**config.mk**
```make
export PLATFORM = sky130hd
export DESIGN_NAME = key_sequence_recorder
export DESIGN_NICKNAME = d
export VERILOG_FILES = /design/src/rtl/keyrec_pkg.sv /design/src/rtl/keycode_to_digit.sv /design/src/rtl/key_sequence_recorder.sv
export SDC_FILE = /design/constraint.sdc
export NUM_CORES = 1
export LEC_CHECK = 0
export ABC_AREA = 0
export BUFFER_PORTS_ARGS = -buffer_cell sky130_fd_sc_hd__buf_4
export CAP_MARGIN = 40
export CORE_MARGIN = 2
export CORE_UTILIZATION = 55
export CTS_BUF_LIST = sky130_fd_sc_hd__clkbuf_8
export CTS_CLUSTER_DIAMETER = 30
export DETAILED_ROUTE_END_ITERATION = 8
export HOLD_SLACK_MARGIN = 0.12
export PLACE_DENSITY = 0.74
export SYNTH_ARGS = -nofsm -noshare
export SYNTH_HDL_FRONTEND = slang
export SYNTH_HIERARCHICAL = 1
export SYNTH_SLANG_ARGS = --single-unit
```
**constraint.sdc**
```tcl
create_clock -name clk -period 4.69 [get_ports clk]
set_input_delay 0.469 -clock clk [delete_from_list [all_inputs] [get_ports clk]]
set_output_delay 0.469 -clock clk [all_outputs]
set_load 0.05 [all_outputs]
```
**src/rtl/keyrec_pkg.sv**
```systemverilog
// Shared definitions for the keypad record/replay blocks: controller states,
// the right-numpad scan-code table and the blank-display digit value.
package keyrec_pkg;

   typedef enum logic [1:0] {
      IDLE   = 2'd0,
      RECORD = 2'd1,
      SHOW   = 2'd2
   } state_t;

   localparam int NUM_KEYS = 10;

   // {extended bit, scan code} for numpad digits 0..9, indexed by digit value.
   localparam logic [8:0] KEY_CODES [0:NUM_KEYS-1] = '{
      9'h070, 9'h069, 9'h072, 9'h07A, 9'h06B,
      9'h073, 9'h074, 9'h06C, 9'h075, 9'h07D
   };

   // Digit value driven whenever the display is blanked (matches reset value).
   localparam logic [3:0] DIGIT_NONE = 4'h0;

endpackage

```
**src/rtl/keycode_to_digit.sv**
```systemverilog
// Combinational lookup of a 9-bit {extended, scan code} against the numpad
// digit table. hit is 1 only for a non-extended table code.
module keycode_to_digit
   import keyrec_pkg::*;
(
   input  logic [8:0] key_code,
   output logic       hit,
   output logic [3:0] digit
);

   // Linear table search; the extended bit is part of each table entry.
   always_comb begin
      hit   = 1'b0;
      digit = DIGIT_NONE;
      for (int i = 0; i < NUM_KEYS; i++) begin
         if (key_code == KEY_CODES[i]) begin
            hit   = 1'b1;
            digit = 4'(i);
         end
      end
   end

endmodule

```
**src/rtl/key_sequence_recorder.sv**
```systemverilog
// Records numpad digit presses into a DEPTH-entry buffer and replays them,
// one entry per PLAY_TICKS cycles, toward the 7-segment driver.
module key_sequence_recorder
   import keyrec_pkg::*;
#(
   parameter int DEPTH      = 16,
   parameter int PLAY_TICKS = 50_000_000,
   parameter int CNT_W      = $clog2(DEPTH + 1)
) (
   input  logic             clk,
   input  logic             rst,
   input  logic             key_valid,
   input  logic             key_make,
   input  logic [8:0]       key_code,
   input  logic             record_btn,
   input  logic             show_btn,
   output logic [3:0]       digit_val,
   output logic             digit_blank,
   output logic [CNT_W-1:0] count,
   output logic [DEPTH-1:0] led,
   output logic             overflow,
   output logic             busy
);

   localparam int IDX_W  = $clog2(DEPTH);
   localparam int TICK_W = (PLAY_TICKS > 1) ? $clog2(PLAY_TICKS) : 1;
   localparam logic [TICK_W-1:0] TICK_LAST = TICK_W'(PLAY_TICKS - 1);
   localparam logic [CNT_W-1:0]  CNT_FULL  = CNT_W'(DEPTH);

   state_t            state_q, state_d;
   logic [CNT_W-1:0]  count_q, count_d;
   logic              overflow_q, overflow_d;
   logic [IDX_W-1:0]  idx_q, idx_d;
   logic [TICK_W-1:0] tick_q, tick_d;
   logic [3:0]        digit_val_q, digit_val_d;
   logic              digit_blank_q, digit_blank_d;

   logic [3:0]        mem [0:DEPTH-1];
   logic              wr_en;
   logic [IDX_W-1:0]  wr_addr;
   logic [IDX_W-1:0]  idx_inc;
   logic              last_entry;

   logic              key_hit;
   logic [3:0]        key_digit;
   logic              key_press;

   keycode_to_digit u_keycode_to_digit (
      .key_code (key_code),
      .hit      (key_hit),
      .digit    (key_digit)
   );

   assign key_press  = key_valid & key_make & key_hit;
   assign wr_addr    = count_q[IDX_W-1:0];
   assign idx_inc    = idx_q + 1'b1;
   assign last_entry = (CNT_W'(idx_q) == (count_q - CNT_W'(1)));

   // Next-state, buffer-write and display decisions; record_btn has priority.
   always_comb begin
      state_d       = state_q;
      count_d       = count_q;
      overflow_d    = overflow_q;
      idx_d         = idx_q;
      tick_d        = tick_q;
      digit_val_d   = digit_val_q;
      digit_blank_d = digit_blank_q;
      wr_en         = 1'b0;

      case (state_q)
         IDLE: begin
            if (record_btn) begin
               state_d       = RECORD;
               count_d       = '0;
               overflow_d    = 1'b0;
               digit_val_d   = DIGIT_NONE;
               digit_blank_d = 1'b1;
            end else if (show_btn && (count_q != '0)) begin
               state_d       = SHOW;
               idx_d         = '0;
               tick_d        = '0;
               digit_val_d   = mem[0];
               digit_blank_d = 1'b0;
            end
         end

         RECORD: begin
            if (record_btn) begin
               state_d       = IDLE;
               digit_val_d   = DIGIT_NONE;
               digit_blank_d = 1'b1;
            end else if (key_press) begin
               if (count_q == CNT_FULL) begin
                  overflow_d = 1'b1;
               end else begin
                  wr_en         = 1'b1;
                  count_d       = count_q + CNT_W'(1);
                  digit_val_d   = key_digit;
                  digit_blank_d = 1'b0;
               end
            end
         end

         SHOW: begin
            if (record_btn) begin
               state_d       = IDLE;
               digit_val_d   = DIGIT_NONE;
               digit_blank_d = 1'b1;
            end else if (tick_q == TICK_LAST) begin
               tick_d = '0;
               if (last_entry) begin
                  state_d       = IDLE;
                  digit_val_d   = DIGIT_NONE;
                  digit_blank_d = 1'b1;
               end else begin
                  idx_d       = idx_inc;
                  digit_val_d = mem[idx_inc];
               end
            end else begin
               tick_d = tick_q + TICK_W'(1);
            end
         end

         default: begin
            state_d       = IDLE;
            digit_val_d   = DIGIT_NONE;
            digit_blank_d = 1'b1;
         end
      endcase
   end

   // Control and display registers with synchronous reset.
   always_ff @(posedge clk) begin
      if (rst) begin
         state_q       <= IDLE;
         count_q       <= '0;
         overflow_q    <= 1'b0;
         idx_q         <= '0;
         tick_q        <= '0;
         digit_val_q   <= DIGIT_NONE;
         digit_blank_q <= 1'b1;
      end else begin
         state_q       <= state_d;
         count_q       <= count_d;
         overflow_q    <= overflow_d;
         idx_q         <= idx_d;
         tick_q        <= tick_d;
         digit_val_q   <= digit_val_d;
         digit_blank_q <= digit_blank_d;
      end
   end

   // Digit buffer; contents survive reset and are simply overwritten on record.
   always_ff @(posedge clk) begin
      if (wr_en) begin
         mem[wr_addr] <= key_digit;
      end
   end

   // Occupancy thermometer: bit gi is lit once more than gi entries are stored.
   generate
      for (genvar gi = 0; gi < DEPTH; gi++) begin : g_led
         assign led[gi] = (count_q > CNT_W'(gi));
      end
   endgenerate

   assign digit_val   = digit_val_q;
   assign digit_blank = digit_blank_q;
   assign count       = count_q;
   assign overflow    = overflow_q;
   assign busy        = (state_q == SHOW);

endmodule

```
==> results of run 1 <==
==> metal layers <==
metal  vias up  share of wire [%]  track usage (%)
met1      1832                 45             33.0
li1       1832                  -                -
met4         0                2.0             6.77
met5         -                  0                0
met2       122                 48             36.8
met3        21                5.3             4.04
==> area by class of cell <==
class / count / area share, %
sequential: 107 / 47.0
clock inverter: 7 / 1.63
clock buffer: 9 / 2.09
inverter: 11 / 0.698
multi-input combinational: 333 / 39.7
tap: 129 / 2.73
timing repair buffer: 48 / 6.09
==> where the power goes <==
part	internal [µW]	leakage [µW]	switching [µW]	total, µW
clock	229	0.000110	374	602
sequential	987	0.000989	7.81	995
combinational	32.3	0.000983	49.4	81.7
total	1250	0.00208	431	1680
==> sequential cells by signal, indices dropped and copies added, names as in the netlist <==
register,flops
count,5
digit_blank,1
digit_val,4
idx_q,4
mem,64
overflow,1
state_q,2
tick_q,26
==> cells by family after synthesis <==
| group | after synthesis | synth area share [%] |
|---|---|---|
| AOI/OAI and AO/OA | 71 | 9.08 |
| buffers and inverters | 33 | 2.98 |
| DFF | 107 | 52.6 |
| muxes | 26 | 8.75 |
| adders and majority gates | 7 | 1.66 |
| xor gates and xnor gates | 35 | 5.79 |
| and+or+nand+nor | 194 | 19.2 |
==> final timing paths <==
| path | start | end | slack (ns) |
|---|---|---|---|
| worst max-delay path | tick_q[0]$_SDFFE_PP0P_ | tick_q[21]$_SDFFE_PP0P_ | 1.86 |
| worst min-delay path | rst | count[4]$_SDFFE_PP0P_ | 0.35 |
| worst max register to register | tick_q[0]$_SDFFE_PP0P_ | tick_q[21]$_SDFFE_PP0P_ | 1.86 |
| worst min register to register | overflow$_SDFFE_PP0P_ | overflow$_SDFFE_PP0P_ | 0.51 |
==> stage by stage <==
stage,hold WS [ns],cells,total power [µW]
6_report,0.347,644,1680
5_1_grt,0.343,644,1730
4_1_cts,0.334,644,1690
3_5_place_dp,0.481,628,1100
3_3_place_gp,0.466,627,1100
2_1_floorplan,0.449,473,1070
==> cell usage after synthesis, types with 3 or more instances <==
library cell,n
sky130_fd_sc_hd__mux2i_1,8
sky130_fd_sc_hd__nor2b_1,6
sky130_fd_sc_hd__a31oi_1,4
sky130_fd_sc_hd__xor2_1,18
sky130_fd_sc_hd__and4_1,3
sky130_fd_sc_hd__dfxtp_1,43
sky130_fd_sc_hd__mux4_2,16
sky130_fd_sc_hd__a21oi_1,20
sky130_fd_sc_hd__and3_1,7
sky130_fd_sc_hd__buf_2,6
sky130_fd_sc_hd__nor2_1,68
sky130_fd_sc_hd__nor4_1,5
sky130_fd_sc_hd__and2_1,5
sky130_fd_sc_hd__inv_1,10
sky130_fd_sc_hd__nand4_1,19
sky130_fd_sc_hd__a221o_1,4
sky130_fd_sc_hd__nor3b_1,5
sky130_fd_sc_hd__nand3_1,16
sky130_fd_sc_hd__nand2_1,27
sky130_fd_sc_hd__clkbuf_1,10
sky130_fd_sc_hd__o21ai_0,20
sky130_fd_sc_hd__nor3_1,10
sky130_fd_sc_hd__buf_6,3
sky130_fd_sc_hd__a32o_1,3
sky130_fd_sc_hd__ha_1,7
sky130_fd_sc_hd__a211oi_1,5
sky130_fd_sc_hd__xnor2_1,17
sky130_fd_sc_hd__nand2b_1,6
sky130_fd_sc_hd__edfxtp_1,64
==> cell usage in the layout (no fill, tap or decap), types with 3 or more instances in the layout <==
cell type / instances
sky130_fd_sc_hd__nor2_1: 68
sky130_fd_sc_hd__edfxtp_1: 64
sky130_fd_sc_hd__buf_4: 48
sky130_fd_sc_hd__dfxtp_1: 43
sky130_fd_sc_hd__nand2_1: 27
sky130_fd_sc_hd__o21ai_0: 20
sky130_fd_sc_hd__a21oi_1: 20
sky130_fd_sc_hd__nand4_1: 19
sky130_fd_sc_hd__xor2_1: 18
sky130_fd_sc_hd__xnor2_1: 17
sky130_fd_sc_hd__nand3_1: 16
sky130_fd_sc_hd__mux4_2: 16
sky130_fd_sc_hd__inv_1: 10
sky130_fd_sc_hd__nor3_1: 10
sky130_fd_sc_hd__clkbuf_8: 9
sky130_fd_sc_hd__mux2i_1: 8
sky130_fd_sc_hd__and3_1: 7
sky130_fd_sc_hd__ha_1: 7
sky130_fd_sc_hd__nand2b_1: 6
sky130_fd_sc_hd__nor2b_1: 6
sky130_fd_sc_hd__nor4_1: 5
sky130_fd_sc_hd__nor3b_1: 5
sky130_fd_sc_hd__and2_1: 5
sky130_fd_sc_hd__a211oi_1: 5
sky130_fd_sc_hd__a31oi_1: 4
sky130_fd_sc_hd__a221o_1: 4
sky130_fd_sc_hd__and4_1: 3
sky130_fd_sc_hd__a32o_1: 3
sky130_fd_sc_hd__inv_12: 3
==> results.rst, run 1 <==
.. list-table::
   :header-rows: 1

   * - Metric
     - Value
   * - Result of the run
     - finished clean
   * - Syn Nets
     - 495
   * - Total number of yosys warnings
     - 6
   * - Global-route wire length before repair
     - 18.6 mm
   * - Number of antenna violations at the first check in global routing
     - 0
   * - Routed wire length per instance
     - 18.0 µm
   * - Number of cells on the worst hold path
     - 2
   * - Critical path, cell by cell
     - ha_1 > nand3_1 > nor3_1 > a21oi_1 > o21ai_4 > nor2_1
   * - Placed Area
     - 0.00570 mm²
   * - Placer's final routability congestion estimate
     - 0.878
   * - Count of state elements after synthesis
     - 107
   * - Final setup violation count
     - 0
   * - Die extent in y
     - 102 µm
   * - CTS tree
     - done
   * - Top FF cell, synth
     - sky130_fd_sc_hd__edfxtp_1
   * - Setup repair after global routing missed its margin
     - false
   * - Critical path startpoint category
     - flip-flop
   * - Reg clk slew, reported paths
     - 0.13 ns
   * - Category of cells accounting for the largest share of critical-path delay
     - simple AND/OR/NAND/NOR gates
   * - Design area
     - 0.00592 mm²
   * - Cell area after synthesis
     - 0.00529 mm²
   * - Slew at the pin closest to its max-slew limit
     - 0.767 ns
   * - Cell with the largest stage delay on the worst path
     - sky130_fd_sc_hd__nor3_1
   * - CP Capture Type
     - flip-flop
   * - Core region area
     - 0.00928 mm²
   * - Min cycle time layout
     - 2.83 ns
   * - Arrival time reported for the critical path endpoint
     - 3.06 ns
   * - Iteration-0 DRC Markers
     - 288
   * - CTS buffer count
     - 9
   * - Placement row count
     - 35
   * - Post-route setup slack
     - 1.86 ns
   * - Top Ports
     - 43
   * - Area used by multi-input combinational logic
     - 0.00235 mm²
   * - Relative slew margins
     - 48.5%
   * - Overall fraction of global-route tracks in use
     - 23.1%
   * - Share of flip-flops with an asynchronous set or reset
     - 0%
   * - Antenna cell count
     - 0
   * - Count of buffers from port buffering
     - 42
   * - Worst-Skew Late Latency
     - 0.38 ns
   * - Worst setup skew after layout
     - 0.0264 ns
   * - Combined buffer and inverter count along the critical path
     - 0
   * - Sum Neg Setup Slack
     - 0 ns
   * - Number of routed nets with antenna violations
     - 0
   * - Proportion of netlist area held by the largest area contributor
     - 36.3%
   * - Cell type with the largest total area after synthesis
     - sky130_fd_sc_hd__edfxtp_1
   * - Number of standard cells after synthesis
     - 473
   * - Critical setup path kind
     - reg -> reg
   * - Path depth of the worst reg2reg path
     - 6
   * - Post-cts sizing count
     - 0
   * - IR Drop Worst-Case VDD
     - 0.149 mV
   * - Pin count of the biggest net entering global routing
     - 27
   * - Initial cell density of the core
     - 57.0%
   * - Register cell area after layout
     - 0.00278 mm²
   * - Number of enable-type register cells in the synthesized netlist
     - 64
   * - Clock H-tree levels
     - 3
   * - Detailed-route DRC error count
     - 0
   * - Path category of the worst min-delay check
     - in -> reg
   * - Data required, critical path
     - 4.92 ns
   * - Synthesized area divided by synthesized cell count
     - 11.2 µm²
   * - Overall die width
     - 102 µm
   * - Number of max-cap violations
     - 0
   * - Slowest stage delay, CP
     - 0.71 ns
   * - Final-report hold violation count
     - 0
   * - First-pass detailed-route iteration total
     - 5
   * - Sequential share of the synthesized area
     - 52.6%
   * - Final HPWL from detailed placement
     - 8.30 mm
   * - Fillers
     - 759
   * - Total count of max-transition violations in the final report
     - 0
   * - Post-CTS setup-driven buffer insertion count
     - 0
   * - Yosys cell types
     - 61
   * - Share of cells above drive strength 1
     - 18.1%
   * - Area Growth Syn to Fin
     - 11.8%
   * - Vias
     - 3807
   * - Cell leakage power
     - 0.00208 µW
   * - Final routed wirelength across all metal layers
     - 11.6 mm
   * - Die area
     - 0.0104 mm²
   * - Global-route congestion overflow total
     - 0
   * - Root Buffer Master
     - sky130_fd_sc_hd__clkbuf_8
   * - NumNets Final
     - 532
   * - Final clock period utilization by the worst path
     - 60.4%
   * - Count of hold buffers inserted by post-cts repair
     - 0
   * - Avg Vias per Cell
     - 5.91
   * - Max frequency
     - 353 MHz
   * - Power density over the cells
     - 284 mW/mm²
   * - Placement Setup Slack
     - 1.74 ns
   * - Final cell utilization of the core
     - 63.7%
   * - CP Max Fanout
     - 25
   * - Num Clock Sinks
     - 107
   * - Number of global-route vias before repair
     - 3613
   * - Leading post-synthesis cells by cell area
     - sky130_fd_sc_hd__edfxtp_1 36%, sky130_fd_sc_hd__dfxtp_1 16%, sky130_fd_sc_hd__mux4_2 6.8%
   * - Logic depth of the worst setup path including buffers
     - 6
   * - Maximum clock insertion buffer count
     - 2
No activity file was read; power rests on OpenSTA's default activity.
==> inputs of run 2 (changes only) <==
--- a/config.mk
+++ b/config.mk
@@ -14,7 +14,7 @@
 export CTS_CLUSTER_DIAMETER = 30
 export DETAILED_ROUTE_END_ITERATION = 8
 export HOLD_SLACK_MARGIN = 0.12
-export PLACE_DENSITY = 0.74
+export PLACE_DENSITY = 0.77
 export SYNTH_ARGS = -nofsm -noshare
 export SYNTH_HDL_FRONTEND = slang
 export SYNTH_HIERARCHICAL = 1
==> constraint.sdc (replaced) <==
create_clock -name clk -period 2.6 [get_ports clk]
set_input_delay 0.26 -clock clk [delete_from_list [all_inputs] [get_ports clk]]
set_output_delay 0.26 -clock clk [all_outputs]
set_load 0.05 [all_outputs]
==> results.rst, run 2 (synthesized netlist as in run 1, its figures left out) <==
.. list-table::
   :header-rows: 1

   * - Metric
     - Value
   * - Core region area
     - 0.00928 mm² (unchanged)
   * - Overall fraction of global-route tracks in use
     - 23.8% (was 23.1%)
   * - Launching point of the worst reg2reg path
     - count[0]$_SDFFE_PP0P_ (was tick_q[0]$_SDFFE_PP0P_)
   * - Overall die width
     - 102 µm (unchanged)
   * - Slew at the pin closest to its max-slew limit
     - 0.805 ns (was 0.767 ns)
   * - NumNets Final
     - 555 (was 532)
   * - Fin cells
     - 667 (was 644)
   * - First-pass detailed-route iteration total
     - 5 (unchanged)
   * - Critical setup path kind
     - reg -> reg (unchanged)
   * - Result of the run
     - finished clean (unchanged)
   * - Final clock period utilization by the worst path
     - 94.9% (was 60.4%)
   * - Die extent in y
     - 102 µm (unchanged)
   * - Area Growth Syn to Fin
     - 15.5% (was 11.8%)
   * - Power density over the cells
     - 495 mW/mm² (was 284 mW/mm²)
   * - Final HPWL from detailed placement
     - 8.36 mm (was 8.30 mm)
   * - WHS
     - 0.131 ns (was 0.347 ns)
   * - Iteration-0 DRC Markers
     - 230 (was 288)
   * - Initial cell density of the core
     - 57.0% (unchanged)
   * - Post-CTS setup-driven buffer insertion count
     - 0 (unchanged)
   * - Global-route congestion overflow total
     - 0 (unchanged)
   * - Startpoint of the worst setup timing path
     - count[0]$_SDFFE_PP0P_ (was tick_q[0]$_SDFFE_PP0P_)
   * - Number of antenna violations at the first check in global routing
     - 0 (unchanged)
   * - Avg Vias per Cell
     - 5.88 (was 5.91)
   * - Placement row count
     - 35 (unchanged)
   * - Root Buffer Master
     - sky130_fd_sc_hd__clkbuf_8 (unchanged)
   * - Final-report hold violation count
     - 0 (unchanged)
   * - Number of flip-flops under the largest register name
     - 64 (unchanged)
   * - Num Clock Sinks
     - 107 (unchanged)
   * - Final routed wirelength across all metal layers
     - 11.8 mm (was 11.6 mm)
   * - Top reg by flops
     - mem (unchanged)
   * - CP Max Fanout
     - 13 (was 25)
   * - Reg clk slew, reported paths
     - 0.12 ns (was 0.13 ns)
   * - Most common library cell in the layout ignoring fill and taps
     - sky130_fd_sc_hd__buf_4 (was sky130_fd_sc_hd__nor2_1)
   * - Placer's final routability congestion estimate
     - 0.867 (was 0.878)
   * - Area used by multi-input combinational logic
     - 0.00236 mm² (was 0.00235 mm²)
   * - Number of max-cap violations
     - 0 (unchanged)
   * - Routed wire length per instance
     - 17.7 µm (was 18.0 µm)
   * - Worst-Skew Late Latency
     - 0.38 ns (about the same)
   * - Register cell area after layout
     - 0.00279 mm² (was 0.00278 mm²)
   * - Hold path startpoint
     - rst (unchanged)
   * - Count of buffers from port buffering
     - 42 (unchanged)
   * - Path category of the worst min-delay check
     - in -> reg (unchanged)
   * - Commonest cells after routing, fill and taps aside
     - 70 x sky130_fd_sc_hd__buf_4, 68 x sky130_fd_sc_hd__nor2_1, 64 x sky130_fd_sc_hd__edfxtp_1, 41 x sky130_fd_sc_hd__dfxtp_1, 27 x sky130_fd_sc_hd__nand2_1 (was 68 x sky130_fd_sc_hd__nor2_1, 64 x sky130_fd_sc_hd__edfxtp_1, 48 x sky130_fd_sc_hd__buf_4, 43 x sky130_fd_sc_hd__dfxtp_1, 27 x sky130_fd_sc_hd__nand2_1)
   * - CP Capture Type
     - flip-flop (unchanged)
   * - Top Ports
     - 43 (unchanged)
   * - Max frequency
     - 405 MHz (was 353 MHz)
   * - IR Drop Worst-Case VDD
     - 0.269 mV (was 0.149 mV)
   * - CTS buffer count
     - 9 (unchanged)
   * - Min cycle time layout
     - 2.47 ns (was 2.83 ns)
   * - Clock H-tree levels
     - 3 (unchanged)
   * - Data required, critical path
     - 2.91 ns (was 4.92 ns)
   * - Arrival time reported for the critical path endpoint
     - 2.77 ns (was 3.06 ns)
   * - Placed Area
     - 0.00590 mm² (was 0.00570 mm²)
   * - Number of routed nets with antenna violations
     - 0 (unchanged)
   * - Pin count of the biggest net entering global routing
     - 24 (was 27)
   * - Design area
     - 0.00611 mm² (was 0.00592 mm²)
   * - Placement Setup Slack
     - 0.110 ns (was 1.74 ns)
   * - Share of cells above drive strength 1
     - 22.5% (was 18.1%)
   * - Post-route setup slack
     - 0.134 ns (was 1.86 ns)
   * - Worst setup skew after layout
     - 0.0259 ns (was 0.0264 ns)
   * - Global-route wire length before repair
     - 19.1 mm (was 18.6 mm)
   * - Cell leakage power
     - 0.00221 µW (was 0.00208 µW)
   * - Setup repair after global routing missed its margin
     - false (unchanged)
   * - Die area
     - 0.0104 mm² (unchanged)
   * - CTS tree
     - done (unchanged)
   * - Final setup violation count
     - 0 (unchanged)
   * - Total count of max-transition violations in the final report
     - 0 (unchanged)
   * - Fillers
     - 718 (was 759)
   * - Number of global-route vias before repair
     - 3809 (was 3613)
   * - Maximum clock insertion buffer count
     - 2 (unchanged)
   * - Relative slew margins
     - 46.0% (was 48.5%)
   * - Antenna cell count
     - 0 (unchanged)
   * - Critical path startpoint category
     - flip-flop (unchanged)
   * - Vias
     - 3924 (was 3807)
   * - Detailed-route DRC error count
     - 0 (unchanged)
   * - Cell total after placement
     - 651 (was 628)
[run 2: layout make-up]
| type | count | area share, % |
|---|---|---|
| Sequential cell | 107 | 45.6 |
| Multi-Input combinational cell | 333 | 38.7 |
| Timing Repair Buffer | 71 | 8.93 |
| Tap cell | 129 | 2.64 |
| Clock buffer | 9 | 2.03 |
| Clock inverter | 7 | 1.45 |
| Inverter | 11 | 0.676 |
[run 2: path summary, 6_finish.rpt]
path,endpoint,slack [ns],cells past startpoint
worst min-delay path,count[0]$_SDFFE_PP0P_,0.13,2
worst min register to register,overflow$_SDFFE_PP0P_,0.50,1
worst max register to register,digit_val[3]$_SDFFE_PP0P_,0.13,7
worst max-delay path,digit_val[3]$_SDFFE_PP0P_,0.13,7
[run 2: per-stage QoR]
stage / util, % / setup TNS, ns / power, µW
after floorplan: - / -0.00567 / 1940
after global placement: 63.5 / 0 / 1980
after detailed placement: 63.5 / 0 / 1990
after CTS: 65.8 / 0 / 3040
after global routing: 65.8 / 0 / 3120
final: 65.8 / 0 / 3030
[run 2: per-layer routing]
metal / vias to the layer above / part of all wire (%) / wire (µm) / GRT usage [%]
li1: 1881 / - / - / -
met1: 1908 / 42 / 4980 / 30.8
met2: 115 / 51 / 6010 / 40.7
met3: 20 / 5.0 / 596 / 4.45
met4: 0 / 2.0 / 236 / 7.90
met5: - / 0 / 0 / 0
[run 2: power by group]
part           total (µW)  internal, µW  switching (µW)  leakage, µW
clock                1080           469             609     0.000109
sequential           1800          1780            14.5     0.000991
combinational         154          64.0            89.6      0.00111
total                3030          2310             713      0.00221
[run 2: critical path: stages, from the launching register on]
cell and delay, ns:
sky130_fd_sc_hd__dfxtp_4 0.41, sky130_fd_sc_hd__inv_1 0.09, sky130_fd_sc_hd__ha_1 0.25, sky130_fd_sc_hd__or4b_4 0.52
sky130_fd_sc_hd__and3b_4 0.22, sky130_fd_sc_hd__or4_4 0.49, sky130_fd_sc_hd__o22ai_4 0.22, sky130_fd_sc_hd__a221o_1 0.19
[run 2: repair_timing]
item                                    4_1_cts  5_1_grt
gates resized for setup                       0        1
hold buffers                                  0        0
endpoints found under the setup margin        0        4
==> inputs of run 3 (changes only) <==
==> constraint.sdc (replaced) <==
create_clock -name clk -period 2.25 [get_ports clk]
set_input_delay 0.225 -clock clk [delete_from_list [all_inputs] [get_ports clk]]
set_output_delay 0.225 -clock clk [all_outputs]
set_load 0.05 [all_outputs]
==> results.rst, run 3 (synthesized netlist as in run 1, its figures left out) <==
.. list-table::
   :header-rows: 1

   * - Metric
     - Value
   * - Result of the run
     - finished clean (unchanged)
   * - Cell leakage power
     - 0.00236 µW (was 0.00221 µW)
   * - Global-route wire length before repair
     - 19.8 mm (was 19.1 mm)
   * - Final clock period utilization by the worst path
     - 95.6% (was 94.9%)
   * - Int Power
     - 2670 µW (was 2310 µW)
   * - Slowest stage delay, CP
     - 0.50 ns (was 0.52 ns)
   * - Logic depth of the worst setup path including buffers
     - 7 (unchanged)
   * - Fillers
     - 673 (was 718)
   * - Avg Vias per Cell
     - 5.85 (was 5.88)
   * - Number of global-route vias before repair
     - 4015 (was 3809)
   * - Routed wire length per instance
     - 17.4 µm (was 17.7 µm)
   * - Launching point of the worst reg2reg path
     - count[1]$_SDFFE_PP0P_ (was count[0]$_SDFFE_PP0P_)
   * - Placement Setup Slack
     - -0.139 ns (was 0.110 ns)
   * - Category of cells accounting for the largest share of critical-path delay
     - simple AND/OR/NAND/NOR gates (unchanged)
   * - Setup repair after global routing missed its margin
     - false (unchanged)
   * - Combinational share of power
     - 5.7% (was 5.1%)
   * - CP Max Fanout
     - 5 (was 13)
   * - Fin cells
     - 691 (was 667)
   * - Proportion of total power due to net switching
     - 23.2% (was 23.6%)
   * - CP Capture Type
     - flip-flop (unchanged)
   * - Startpoint of the worst setup timing path
     - count[1]$_SDFFE_PP0P_ (was count[0]$_SDFFE_PP0P_)
   * - Post-layout total power
     - 3480 µW (was 3030 µW)
   * - Clock H-tree levels
     - 3 (unchanged)
   * - Post-CTS setup-driven buffer insertion count
     - 0 (unchanged)
   * - Number of flip-flops under the largest register name
     - 64 (unchanged)
   * - Detailed-route DRC error count
     - 0 (unchanged)
   * - Overall die width
     - 102 µm (unchanged)
   * - Count of buffers from port buffering
     - 42 (unchanged)
   * - First-pass detailed-route iteration total
     - 5 (unchanged)
   * - Total count of max-transition violations in the final report
     - 0 (unchanged)
   * - Net Switching
     - 810 µW (was 713 µW)
   * - Critical path, cell by cell
     - inv_2 > ha_4 > or4b_4 > and3b_4 > or4_4 > o22ai_4 > a221o_1 (was inv_1 > ha_1 > or4b_4 > and3b_4 > or4_4 > o22ai_4 > a221o_1)
   * - Die area
     - 0.0104 mm² (unchanged)
   * - NumNets Final
     - 579 (was 555)
   * - Register cell area after layout
     - 0.00279 mm² (unchanged)
   * - WHS
     - 0.203 ns (was 0.131 ns)
   * - Slew at the pin closest to its max-slew limit
     - 0.627 ns (was 0.805 ns)
   * - Arrival time reported for the critical path endpoint
     - 2.47 ns (was 2.77 ns)
   * - Path category of the worst min-delay check
     - in -> reg (unchanged)
   * - Min cycle time layout
     - 2.15 ns (was 2.47 ns)
   * - Combined buffer and inverter count along the critical path
     - 1 (unchanged)
   * - Power density over the cells
     - 547 mW/mm² (was 495 mW/mm²)
   * - Number of antenna violations at the first check in global routing
     - 0 (unchanged)
   * - Worst-Skew Late Latency
     - 0.38 ns (about the same)
   * - Crit Reg-Reg Endpoint
     - digit_val[0]$_SDFFE_PP0P_ (was digit_val[3]$_SDFFE_PP0P_)
   * - Iteration-0 DRC Markers
     - 182 (was 230)
   * - Maximum clock insertion buffer count
     - 2 (unchanged)
   * - Final HPWL from detailed placement
     - 8.53 mm (was 8.36 mm)
   * - CTS tree
     - done (unchanged)
   * - Placer's final routability congestion estimate
     - 0.877 (was 0.867)
   * - Hold path startpoint
     - record_btn (was rst)
   * - Reg clk slew, reported paths
     - 0.11 ns (was 0.12 ns)
   * - Area used by multi-input combinational logic
     - 0.00244 mm² (was 0.00236 mm²)
   * - Number of cells on the worst hold path
     - 3 (was 2)
   * - Top reg by flops
     - mem (unchanged)
   * - Most common library cell in the layout ignoring fill and taps
     - sky130_fd_sc_hd__buf_4 (unchanged)
   * - Initial cell density of the core
     - 57.0% (unchanged)
   * - Final setup violation count
     - 0 (unchanged)
   * - Critical path startpoint category
     - flip-flop (unchanged)
   * - Worst setup skew after layout
     - 0.0177 ns (was 0.0259 ns)
   * - Final routed wirelength across all metal layers
     - 12.0 mm (was 11.8 mm)
   * - IR Drop Worst-Case VDD
     - 0.286 mV (was 0.269 mV)
   * - Critical setup path kind
     - reg -> reg (unchanged)
   * - Final-report hold violation count
     - 0 (unchanged)
   * - CTS buffer count
     - 9 (unchanged)
   * - Part of the power in registers
     - 59.3% (about the same)
   * - Share of cells above drive strength 1
     - 27.6% (was 22.5%)
   * - Vias
     - 4042 (was 3924)
   * - Global-route congestion overflow total
     - 0 (unchanged)
   * - Root Buffer Master
     - sky130_fd_sc_hd__clkbuf_8 (unchanged)
   * - Antenna cell count
     - 0 (unchanged)
   * - Path depth of the worst reg2reg path
     - 7 (unchanged)
   * - Commonest cells after routing, fill and taps aside
     - 91 x sky130_fd_sc_hd__buf_4, 68 x sky130_fd_sc_hd__nor2_1, 64 x sky130_fd_sc_hd__edfxtp_1, 41 x sky130_fd_sc_hd__dfxtp_1, 27 x sky130_fd_sc_hd__nand2_1 (was 70 x sky130_fd_sc_hd__buf_4, 68 x sky130_fd_sc_hd__nor2_1, 64 x sky130_fd_sc_hd__edfxtp_1, 41 x sky130_fd_sc_hd__dfxtp_1, 27 x sky130_fd_sc_hd__nand2_1)
   * - Area Growth Syn to Fin
     - 20.5% (was 15.5%)
   * - Pin count of the biggest net entering global routing
     - 27 (was 24)
   * - Max frequency
     - 465 MHz (was 405 MHz)
   * - Overall fraction of global-route tracks in use
     - 24.8% (was 23.8%)
   * - Number of routed nets with antenna violations
     - 0 (unchanged)
   * - Internal reg-to-reg setup slack
     - 0.1 ns (was 0.13 ns)
   * - Top Ports
     - 43 (unchanged)
   * - Core region area
     - 0.00928 mm² (unchanged)
   * - Data required, critical path
     - 2.57 ns (was 2.91 ns)
   * - Cell with the largest stage delay on the worst path
     - sky130_fd_sc_hd__or4b_4 (unchanged)
   * - Relative slew margins
     - 57.9% (was 46.0%)
   * - Worst Setup EP
     - digit_val[0]$_SDFFE_PP0P_ (was digit_val[3]$_SDFFE_PP0P_)
   * - Number of max-cap violations
     - 0 (unchanged)
   * - Placement row count
     - 35 (unchanged)
   * - Clock Power Share
     - 34.9% (was 35.6%)
   * - Num Clock Sinks
     - 107 (unchanged)
   * - Post-route setup slack
     - 0.0990 ns (was 0.134 ns)
   * - Cell total after placement
     - 674 (was 651)
   * - Die extent in y
     - 102 µm (unchanged)
run 3: cell count changes in the layout (fill, tap and decap cells not counted), moves of 2 or more:
cell	delta
sky130_fd_sc_hd__buf_4	+21
sky130_fd_sc_hd__buf_6	+2
sky130_fd_sc_hd__clkinv_4	+2
sky130_fd_sc_hd__ha_1	-2
sky130_fd_sc_hd__ha_4	+2
sky130_fd_sc_hd__inv_1	-2
sky130_fd_sc_hd__o21ai_0	-3
sky130_fd_sc_hd__o21ai_1	+3
run 3: per-layer routing:
layer	wire length (µm)	vias to the layer above	track usage, %
met1	5010	1948	31.9
met3	651	12	4.31
met2	6210	148	43.6
li1	-	1934	-
met5	0	-	0
met4	129	0	6.56
run 3: worst min-delay path by stage:
stage                                    endpoint  slack, ns
after CTS                 state_q[0]$_SDFFE_PP0P_       0.19
after global placement     tick_q[6]$_SDFFE_PP0P_       0.47
after global routing      state_q[0]$_SDFFE_PP0P_       0.26
after floorplan            tick_q[6]$_SDFFE_PP0P_       0.45
after detailed placement   tick_q[6]$_SDFFE_PP0P_       0.47
final                     state_q[0]$_SDFFE_PP0P_       0.20
run 3: worst reg2reg max path, cell delays in order (launching register included):
cell,delay [ns]
sky130_fd_sc_hd__dfxtp_2,0.34
sky130_fd_sc_hd__inv_2,0.08
sky130_fd_sc_hd__ha_4,0.16
sky130_fd_sc_hd__or4b_4,0.50
sky130_fd_sc_hd__and3b_4,0.21
sky130_fd_sc_hd__or4_4,0.43
sky130_fd_sc_hd__o22ai_4,0.22
sky130_fd_sc_hd__a221o_1,0.17
run 3: timing repair:
item / in CTS / in global routing
hold buffers: 1 / 0
resized for setup: 1 / 10
setup endpoints to repair: 1 / 30
endpoints found under the hold margin: 4 / 0
run 3: area by class of cell:
cell class	count	area share [%]
Clock buffer	9	1.94
Clock inverter	7	1.28
Sequential cell	107	43.7
Multi-Input combinational cell	333	38.3
Tap cell	129	2.53
Timing Repair Buffer	95	11.5
Inverter	11	0.687
run 3: power by group through the flow:
stage	Combinational [µW]	Clock, µW	Sequential [µW]
floorplan	128	0	2120
global placement	194	0	2110
detailed placement	198	0	2110
CTS	200	1240	2070
global route	218	1310	2070
finish	200	1220	2070
run 3: stage by stage:
stage                     utilization, %  TNS, ns  area [µm²]
after floorplan                        -    -1.00        5370
after global placement              65.8   -0.351        6110
after detailed placement            65.8    -7.36        6110
after CTS                           68.1        0        6330
after global routing                68.7        0        6370
final                               68.7        0        6370
